[src/rtl/linebuf_seq_pkg.sv]
// Shared types and constants for the line-buffer window sequencer.
package linebuf_seq_pkg;

  typedef enum logic [2:0] {
    ST_IDLE  = 3'd0,
    ST_FILL  = 3'd1,
    ST_RUN   = 3'd2,
    ST_FLUSH = 3'd3,
    ST_DONE  = 3'd4
  } lb_state_e;

  localparam int unsigned LB_NUM_LINE_DEF = 4;
  localparam int unsigned LB_AWIDTH_DEF   = 11;
  localparam int unsigned LB_HWIDTH_DEF   = 11;

  // Index of the line that feeds the window centre.
  localparam int unsigned LB_CENTRE = LB_NUM_LINE_DEF / 2;

  function automatic int unsigned lb_centre(input int unsigned num_line);
    return num_line / 2;
  endfunction

endpackage

[src/rtl/lb_col_row_counter.sv]
// Column/row counters for the line-buffer sequencer with row-end strobe.
module lb_col_row_counter #(
  parameter int unsigned AWIDTH = 11,
  parameter int unsigned HWIDTH = 11
) (
  input  logic              clk,
  input  logic              rst,
  input  logic              clken,
  input  logic              clear,
  input  logic              active,
  input  logic              in_flush,
  input  logic [AWIDTH-1:0] width_q,
  output logic [AWIDTH-1:0] col,
  output logic [HWIDTH-1:0] row,
  output logic [HWIDTH-1:0] flush_row,
  output logic              last_col,
  output logic              row_end
);

  logic [AWIDTH-1:0] col_q, col_d;
  logic [HWIDTH-1:0] row_q, row_d;
  logic [HWIDTH-1:0] flush_row_q, flush_row_d;

  assign last_col  = (col_q == (width_q - AWIDTH'(1)));
  assign row_end   = active & clken & last_col;
  assign col       = col_q;
  assign row       = row_q;
  assign flush_row = flush_row_q;

  // Advance column on each active pixel strobe; bump row/flush row at row end.
  always_comb begin
    col_d       = col_q;
    row_d       = row_q;
    flush_row_d = flush_row_q;
    if (clear) begin
      col_d       = '0;
      row_d       = '0;
      flush_row_d = '0;
    end else if (active && clken) begin
      if (last_col) begin
        col_d = '0;
        if (in_flush) flush_row_d = flush_row_q + HWIDTH'(1);
        else          row_d       = row_q + HWIDTH'(1);
      end else begin
        col_d = col_q + AWIDTH'(1);
      end
    end
  end

  // Counter registers with synchronous reset.
  always_ff @(posedge clk) begin
    if (rst) begin
      col_q       <= '0;
      row_q       <= '0;
      flush_row_q <= '0;
    end else begin
      col_q       <= col_d;
      row_q       <= row_d;
      flush_row_q <= flush_row_d;
    end
  end

endmodule

[src/rtl/linebuf_window_sequencer.sv]
// Line-buffer window sequencer: address/write-enable generation, line valid
// tracking, trailing-row flush and frame strobes.
// Optional: define LB_SEQ_ERR_EN for the sticky configuration/protocol error flag.
module linebuf_window_sequencer
  import linebuf_seq_pkg::*;
#(
  parameter int unsigned NUM_LINE = LB_NUM_LINE_DEF,
  parameter int unsigned AWIDTH   = LB_AWIDTH_DEF,
  parameter int unsigned HWIDTH   = LB_HWIDTH_DEF
) (
  input  logic                clk,
  input  logic                rst,
  input  logic                clken,
  input  logic                start,
  input  logic [AWIDTH-1:0]   img_width,
  input  logic [HWIDTH-1:0]   img_height,
  output logic [AWIDTH-1:0]   wr_addr,
  output logic [AWIDTH-1:0]   rd_addr,
  output logic [NUM_LINE-1:0] wr_en,
  output logic [NUM_LINE-1:0] line_valid,
  output logic                flush,
  output logic                window_valid,
  output logic                busy,
  output logic                frame_done,
  output logic                err
);

  localparam int unsigned CENTRE = lb_centre(NUM_LINE);

  lb_state_e           state_q, state_d;
  logic [AWIDTH-1:0]   width_q, width_d;
  logic [HWIDTH-1:0]   height_q, height_d;
  logic [NUM_LINE-1:0] line_valid_q, line_valid_d;
  logic                err_q, err_d;

  logic [AWIDTH-1:0]   col;
  logic [HWIDTH-1:0]   row;
  logic [HWIDTH-1:0]   flush_row;
  logic                last_col;
  logic                row_end;
  logic                active;
  logic                cfg_bad;
  logic                start_accept;

  assign active = (state_q == ST_FILL) || (state_q == ST_RUN) || (state_q == ST_FLUSH);

`ifdef LB_SEQ_ERR_EN
  // img_width is AWIDTH bits wide, so it can never exceed 2**AWIDTH.
  assign cfg_bad = (img_width < AWIDTH'(2)) || (img_height == '0);
`else
  assign cfg_bad = 1'b0;
`endif

  assign start_accept = (state_q == ST_IDLE) && start && !cfg_bad;

  lb_col_row_counter #(
    .AWIDTH (AWIDTH),
    .HWIDTH (HWIDTH)
  ) u_counter (
    .clk       (clk),
    .rst       (rst),
    .clken     (clken),
    .clear     (start_accept),
    .active    (active),
    .in_flush  (state_q == ST_FLUSH),
    .width_q   (width_q),
    .col       (col),
    .row       (row),
    .flush_row (flush_row),
    .last_col  (last_col),
    .row_end   (row_end)
  );

  // Next-state, configuration latch, line-valid shift and error flag.
  always_comb begin
    state_d      = state_q;
    width_d      = width_q;
    height_d     = height_q;
    line_valid_d = line_valid_q;
    err_d        = err_q;
    case (state_q)
      ST_IDLE: begin
        if (start_accept) begin
          width_d      = img_width;
          height_d     = img_height;
          line_valid_d = '0;
          state_d      = ST_FILL;
        end
      end
      ST_FILL, ST_RUN: begin
        if (row_end) begin
          line_valid_d = {1'b1, line_valid_q[NUM_LINE-1:1]};
          if (row == (height_q - HWIDTH'(1))) state_d = ST_FLUSH;
          else if ((state_q == ST_FILL) && line_valid_d[CENTRE]) state_d = ST_RUN;
        end
      end
      ST_FLUSH: begin
        if (row_end) begin
          line_valid_d = {1'b0, line_valid_q[NUM_LINE-1:1]};
          if (flush_row == HWIDTH'(CENTRE - 1)) state_d = ST_DONE;
        end
      end
      ST_DONE: state_d = ST_IDLE;
      default: state_d = ST_IDLE;
    endcase
`ifdef LB_SEQ_ERR_EN
    if (start && ((state_q != ST_IDLE) || cfg_bad)) err_d = 1'b1;
`else
    err_d = 1'b0;
`endif
  end

  // State and configuration registers with synchronous reset.
  always_ff @(posedge clk) begin
    if (rst) begin
      state_q      <= ST_IDLE;
      width_q      <= '0;
      height_q     <= '0;
      line_valid_q <= '0;
      err_q        <= 1'b0;
    end else begin
      state_q      <= state_d;
      width_q      <= width_d;
      height_q     <= height_d;
      line_valid_q <= line_valid_d;
      err_q        <= err_d;
    end
  end

  // Output decode from registered state; rd_addr forced to 0 while idle.
  always_comb begin
    wr_addr      = col;
    rd_addr      = '0;
    if ((state_q != ST_IDLE) && !last_col) rd_addr = col + AWIDTH'(1);
    wr_en        = active ? ({1'b1, line_valid_q[NUM_LINE-1:1]} & {NUM_LINE{clken}}) : '0;
    line_valid   = line_valid_q;
    flush        = (state_q == ST_FLUSH);
    window_valid = clken & line_valid_q[CENTRE] & active;
    busy         = (state_q != ST_IDLE);
    frame_done   = (state_q == ST_DONE);
    err          = err_q;
  end

endmodule

[config.mk]
export PLATFORM = sky130hd
export DESIGN_NAME = linebuf_window_sequencer
export DESIGN_NICKNAME = d
export VERILOG_FILES = /design/src/rtl/linebuf_seq_pkg.sv /design/src/rtl/lb_col_row_counter.sv /design/src/rtl/linebuf_window_sequencer.sv
export SDC_FILE = /design/constraint.sdc
export NUM_CORES = 1
export LEC_CHECK = 0
export CORE_AREA = 2 2 107 88
export DETAILED_ROUTE_END_ITERATION = 6
export DIE_AREA = 0 0 109 90
export PLACE_DENSITY = 0.65
export SLEW_MARGIN = 20
export SYNTH_ARGS = -nofsm -noshare
export SYNTH_HDL_FRONTEND = slang
export SYNTH_SLANG_ARGS = --single-unit
[constraint.sdc]
create_clock -name clk -period 3.3 [get_ports clk]
set_clock_uncertainty 0.1 [all_clocks]
set_input_delay 0.66 -clock clk [delete_from_list [all_inputs] [get_ports clk]]
set_output_delay 0.66 -clock clk [all_outputs]
set_load 0.05 [all_outputs]
== Word level (Yosys, flattened, before mapping) ==
Index checks and enable logic that the tools add are counted.

* Add/sub/neg operators: 5
* Equal/unequal tests: 12
* Multiplexer cells: 14
* Bitwise gates (word level): 6
* Reductions and logical operators: 17

{| class="wikitable"
|+ Operator list
! operator !! number
|-
| 11-bit by 1-bit adder with 11-bit output (second input constant) || 3
|-
| 11-bit == test || 2
|-
| 11-bit 2-to-1 mux || 2
|-
| 11-bit by 1-bit subtractor with 11-bit output (second input constant) || 2
|-
| 3-bit 2-to-1 mux || 6
|-
| 4-bit 2-to-1 mux || 4
|-
| 4-bit one-hot mux with 3 select lines || 1
|-
| 11-bit by 1-bit == test with 1-bit output (second input constant) || 1
|-
| 3-bit one-hot mux with 3 select lines || 1
|-
| 3-bit by 2-bit == test with 1-bit output (second input constant) || 2
|-
| 3-bit AND reduction || 2
|-
| 3-bit nonzero test || 2
|-
| 5-bit AND reduction || 1
|-
| 1-bit bitwise AND || 4
|-
| 4-bit bitwise AND || 1
|-
| 1-bit logical AND || 4
|-
| 2-bit by 1-bit inequality test with 1-bit output (second input constant) || 2
|-
| 2-bit inequality test (second input constant) || 2
|-
| 4-bit AND reduction || 1
|-
| 2-bit OR reduction || 2
|-
| 3-bit by 1-bit == test with 1-bit output (second input constant) || 1
|-
| 3-bit == test (second input constant) || 1
|-
| 3-bit zero test || 1
|-
| 3-bit inequality test (second input constant) || 1
|-
| other kinds (4) || 5
|}

* Register bits: 62
* Input bits: 26
* Logic and storage cells: 61

== Longest topological paths before layout ==
* Depth after elaboration: 7
* Gate-level depth with buffers: 13
* Gate-level depth less buffers: 10

== Hierarchy ==
Synthesis repeated with hierarchy kept, for this count alone.

* Cell total of the unflattened synthesis: 502
* Area, all modules: 3,847.4 µm²

{| class="wikitable"
|+ Modules (own cells, without submodules)
! module !! times used !! cells each !! area an instance (µm²)
|-
| lb_col_row_counter || 1 || 251 || 2,026.9
|-
| linebuf_window_sequencer || 1 || 251 || 1,820.5
|}

== Worst setup path after synthesis ==
No wires, ideal clock.

* Path kind: reg2out
* From: register width_q[2]
* To: output rd_addr[2]
* Data arrival time: 2,918 ps
* Required time: 2,540 ps
* Path slack: -378 ps
* Stages on the path, launching flop included: 10
* Buffers on the path: 2
* Cells stage by stage: dfxtp_1 -> or4_4 -> nor4_2 -> mux2i_1 -> a32oi_1 -> nor3_2 -> buf_4 -> or2_2 -> clkbuf_1 -> nor2_1

* Word-level cells in the longest chain between the ends: 5

{| class="wikitable"
|+ Ends and longest elaborated chain
! element !! line !! RTL
|-
| start, declared || linebuf_window_sequencer.sv:31 || <nowiki>logic [AWIDTH-1:0] width_q, width_d;</nowiki>
|-
| start signal, assigned || linebuf_window_sequencer.sv:123 || <nowiki>width_q <= width_d;</nowiki>
|-
| 11-bit by 1-bit subtractor with 11-bit output || lb_col_row_counter.sv:24 || <nowiki>assign last_col = (col_q == (width_q - AWIDTH'(1)));</nowiki>
|-
| 11-bit == test || lb_col_row_counter.sv:24 ||
|-
| 1-bit zero test || linebuf_window_sequencer.sv:134 || <nowiki>if ((state_q != ST_IDLE) && !last_col) rd_addr = col + AWIDTH'(1);</nowiki>
|-
| 1-bit logical AND || linebuf_window_sequencer.sv:134 ||
|-
| 11-bit 2-to-1 mux || linebuf_window_sequencer.sv:134 ||
|-
| end, declared || linebuf_window_sequencer.sv:18 || <nowiki>output logic [AWIDTH-1:0] rd_addr,</nowiki>
|}

Every way passes these cells.

== Worst setup path in the final report ==
* From: register width_q[2]
* To: output rd_addr[0]

Same word-level chain as after synthesis.

==> flow_summary.ini <==
[synthesis]
ys_ff_latch = 62
ys_warn_count = 0
synth_fa_ha_area_share_pct = 2.10
synth_top_area_share_pct = 34.7
synth_top_family_by_area = simple AND/OR/NAND/NOR gates
syn_inst = 464
synth_nets = 496
synth-simple-area-share_pct = 31.1
synth-main-ff-cell = dfxtp_1
synthTopCellsByArea = dfxtp_1 (35%), xnor2_1 (8.1%), nand2_1 (7.8%), a21oi_1 (6.2%), nor2_1 (4.4%)
synthDistinctLibCells = 54
syn-cell-area_um2 = 3570
synth-compound-area-share_pct = 12.7
yosys-top-cells-count = nand2_1 (74), dfxtp_1 (62), a21oi_1 (44)
async_flop_share_pct = 0
postSynthAreaPerCell_um2 = 7.70
yosysTopAreaCell = dfxtp_1
yosys.area_share.xor_xnor_pct = 12.5
synth-edff-count = 0
synthMuxAreaShare_pct = 2.00
yosysMostFrequentCell = nand2_1
ys_seq_area_share_pct = 34.7

[route]
viasPerCell = 5.33
wire_per_inst_um = 14.0
drt-total-wl_mm = 9.11
first_pass_iters = 4
drt_iter0_markers = 162
drc = 0
vias = 3467
ant_nets = 0

[clock_tree]
htreeDepth = 3
root_buffer = clkbuf_8
clock_latency_ns = 0.35
clockBufferDepth = 2
cts_buffers = 9
cts_hold_buffers = 0
clock_sinks = 62
cts_tree = built
clk_pin_slew_ns = 0.07

[timing]
grt_setup_unrepaired = yes
finalHoldViolCount = 0
layout_setup_ws_ns = -0.0712
clock.fmax_mhz = 297
fin_crit_sh_pct = 102
finalSetupViolCount = 11
tightest_slew_ns = 0.595
relSlewSlack_pct = 59.8
drv_slew = 0
post-route-min-period_ns = 3.37

[placement]
hpwl_mm = 6.75
place_ws_ns = 0.0407
io_buffers = 59
gp_congestion = 0.844
place_area_um2 = 4450

[worst_hold_path]
min_from = line_valid[0]
hold-path-endpoint = line_valid[0]
hold_class = reg -> reg
hold_path_depth = 2

[worst_setup_path]
critical_path_class = reg -> out
cp_cell_sequence = or4_4, nor4_4, mux2i_1, a32oi_2, nor3_2, or2_4, buf_12, nor2_4, buf_6
required_ns = 2.54
reg2reg_from = width_q[2]
r2r-end = u_counter.flush_row[10]
worst-path-buf-inv = 2
critical-path-top-delay-family = simple AND/OR/NAND/NOR gates
cp-start-kind = register
ff2ff_setup_slack_ns = 0.24
crit_arrival_ns = 2.61
cpMaxStageDelayCell = or4_4
ff2ff_path_depth = 9
crit_fanout = 7
max_stage_delay_ns = 0.55
timing.critical_path.to_type = output pin
worst-path-stages = 9

[cells_and_area]
multiInputGateArea_um2 = 2270
fin_area_um2 = 4760
drive_gt1_share_pct = 15.7
nNetsFinal = 563
area_delta_synth_final_pct = 33.2
seqCellArea_um2 = 1240
diodes = 0
fillCellCount = 843
final_core_util_pct = 54.1

[global_routing]
grt_max_degree = 31
grtUsageTotal_pct = 19.2
grt_pass1_vias = 3237
antenna_found_initial = 0
overflow = 0
grt_pass1_wl_mm = 15.1

[status]
failed_checks = setup timing
status = finished, violations left

[die]
core_area_um2 = 8800
dieArea_um2 = 9810
initial_core_util_pct = 40.6
die_x_um = 109
row_count = 31
num_io_pins = 61
die_h_um = 90

[power]
ir_worst_vdd_v = 0.000183
leakage_nw = 1.71
powerDensity_nw_per_um2 = 380

[job]
max_cap_violations = 0
-- state kept, by name, summed over array words and instances, names as in the netlist --
name,count
line_valid,4
width_q,11
state_q,3
u_counter.row,11
u_counter.flush_row,11
height_q,11
u_counter.col,11
-- layout by cell type, fill, tap and decap left out, drive strengths merged, types with 11 or more instances in the layout --
master,netlist,final
xor2,18,18
buf,7,42
nand3,11,11
nand2,74,74
clkdlybuf4s50,0,43
o21ai,15,15
inv,13,13
nor2,43,43
nand4,16,16
dfxtp,62,62
nor3,11,11
xnor2,33,33
and3,13,13
a21oi,44,44
-- where the power goes --
group / total, mW / internal (mW) / switching [mW]
Sequential: 0.792 / 0.768 / 0.0244
Clock: 0.660 / 0.346 / 0.315
Combinational: 0.356 / 0.167 / 0.189
-- how the worst max path moves through the flow --
stage	from	end	slack, ns
floorplan	width_q[2]	rd_addr[0]	0.03
global placement	width_q[2]	rd_addr[10]	0.10
detailed placement	width_q[2]	rd_addr[10]	0.04
CTS	width_q[2]	rd_addr[0]	-0.07
global route	width_q[2]	rd_addr[0]	-0.19
finish	width_q[2]	rd_addr[0]	-0.07
-- routing by layer --
metal / GRT usage (%) / vias to the layer above / wire (µm)
met5: 0 / - / 0
met3: 4.50 / 7 / 438
met2: 30.6 / 72 / 4290
met4: 5.98 / 0 / 93
li1: - / 1742 / -
met1: 25.5 / 1646 / 4290
-- through the flow --
step / std cells / setup TNS [ns] / power (mW) / hold WS, ns
after floorplan: 464 / 0 / 1.03 / 0.350
after CTS: 651 / -0.544 / 1.82 / 0.361
final: 651 / -0.449 / 1.81 / 0.355
after global placement: 629 / 0 / 1.13 / 0.346
after detailed placement: 629 / 0 / 1.14 / 0.348
after global routing: 651 / -1.81 / 1.88 / 0.402
-- worst reg2reg max path, cell delays in order (launching register included) --
cell,delay [ns]
dfxtp_1,0.31
or4_4,0.55
or3_1,0.32
a32oi_1,0.23
a21oi_2,0.09
nor3_2,0.19
buf_4,0.33
nand3_2,0.23
or4_1,0.50
a21oi_1,0.14
-- cell type report --
type | instances | share of cell area (%)
clock buffer | 10 | 2.68
clock inverter | 6 | 1.31
inverter | 13 | 1.03
multi-input combinational | 360 | 47.7
sequential | 62 | 26.1
tap | 115 | 3.02
timing repair buffer | 85 | 18.2
-- logic make-up after synthesis --
family,after synthesis
DFF,62
buffers and inverters,42
other,1
muxes,7
adders and majority gates,6
AOI/OAI and AO/OA,79
xor gates and xnor gates,51
and+or+nand+nor,216
-- repair_timing --
| action | in CTS | in global routing |
|---|---|---|
| setup buffers | 6 | 1 |
| gates resized for setup | 15 | 2 |
| endpoints found under the setup margin | 11 | 12 |
| gates cloned | 0 | 0 |
| pin swaps | 2 | 2 |
(Power assumes the default switching activity.)
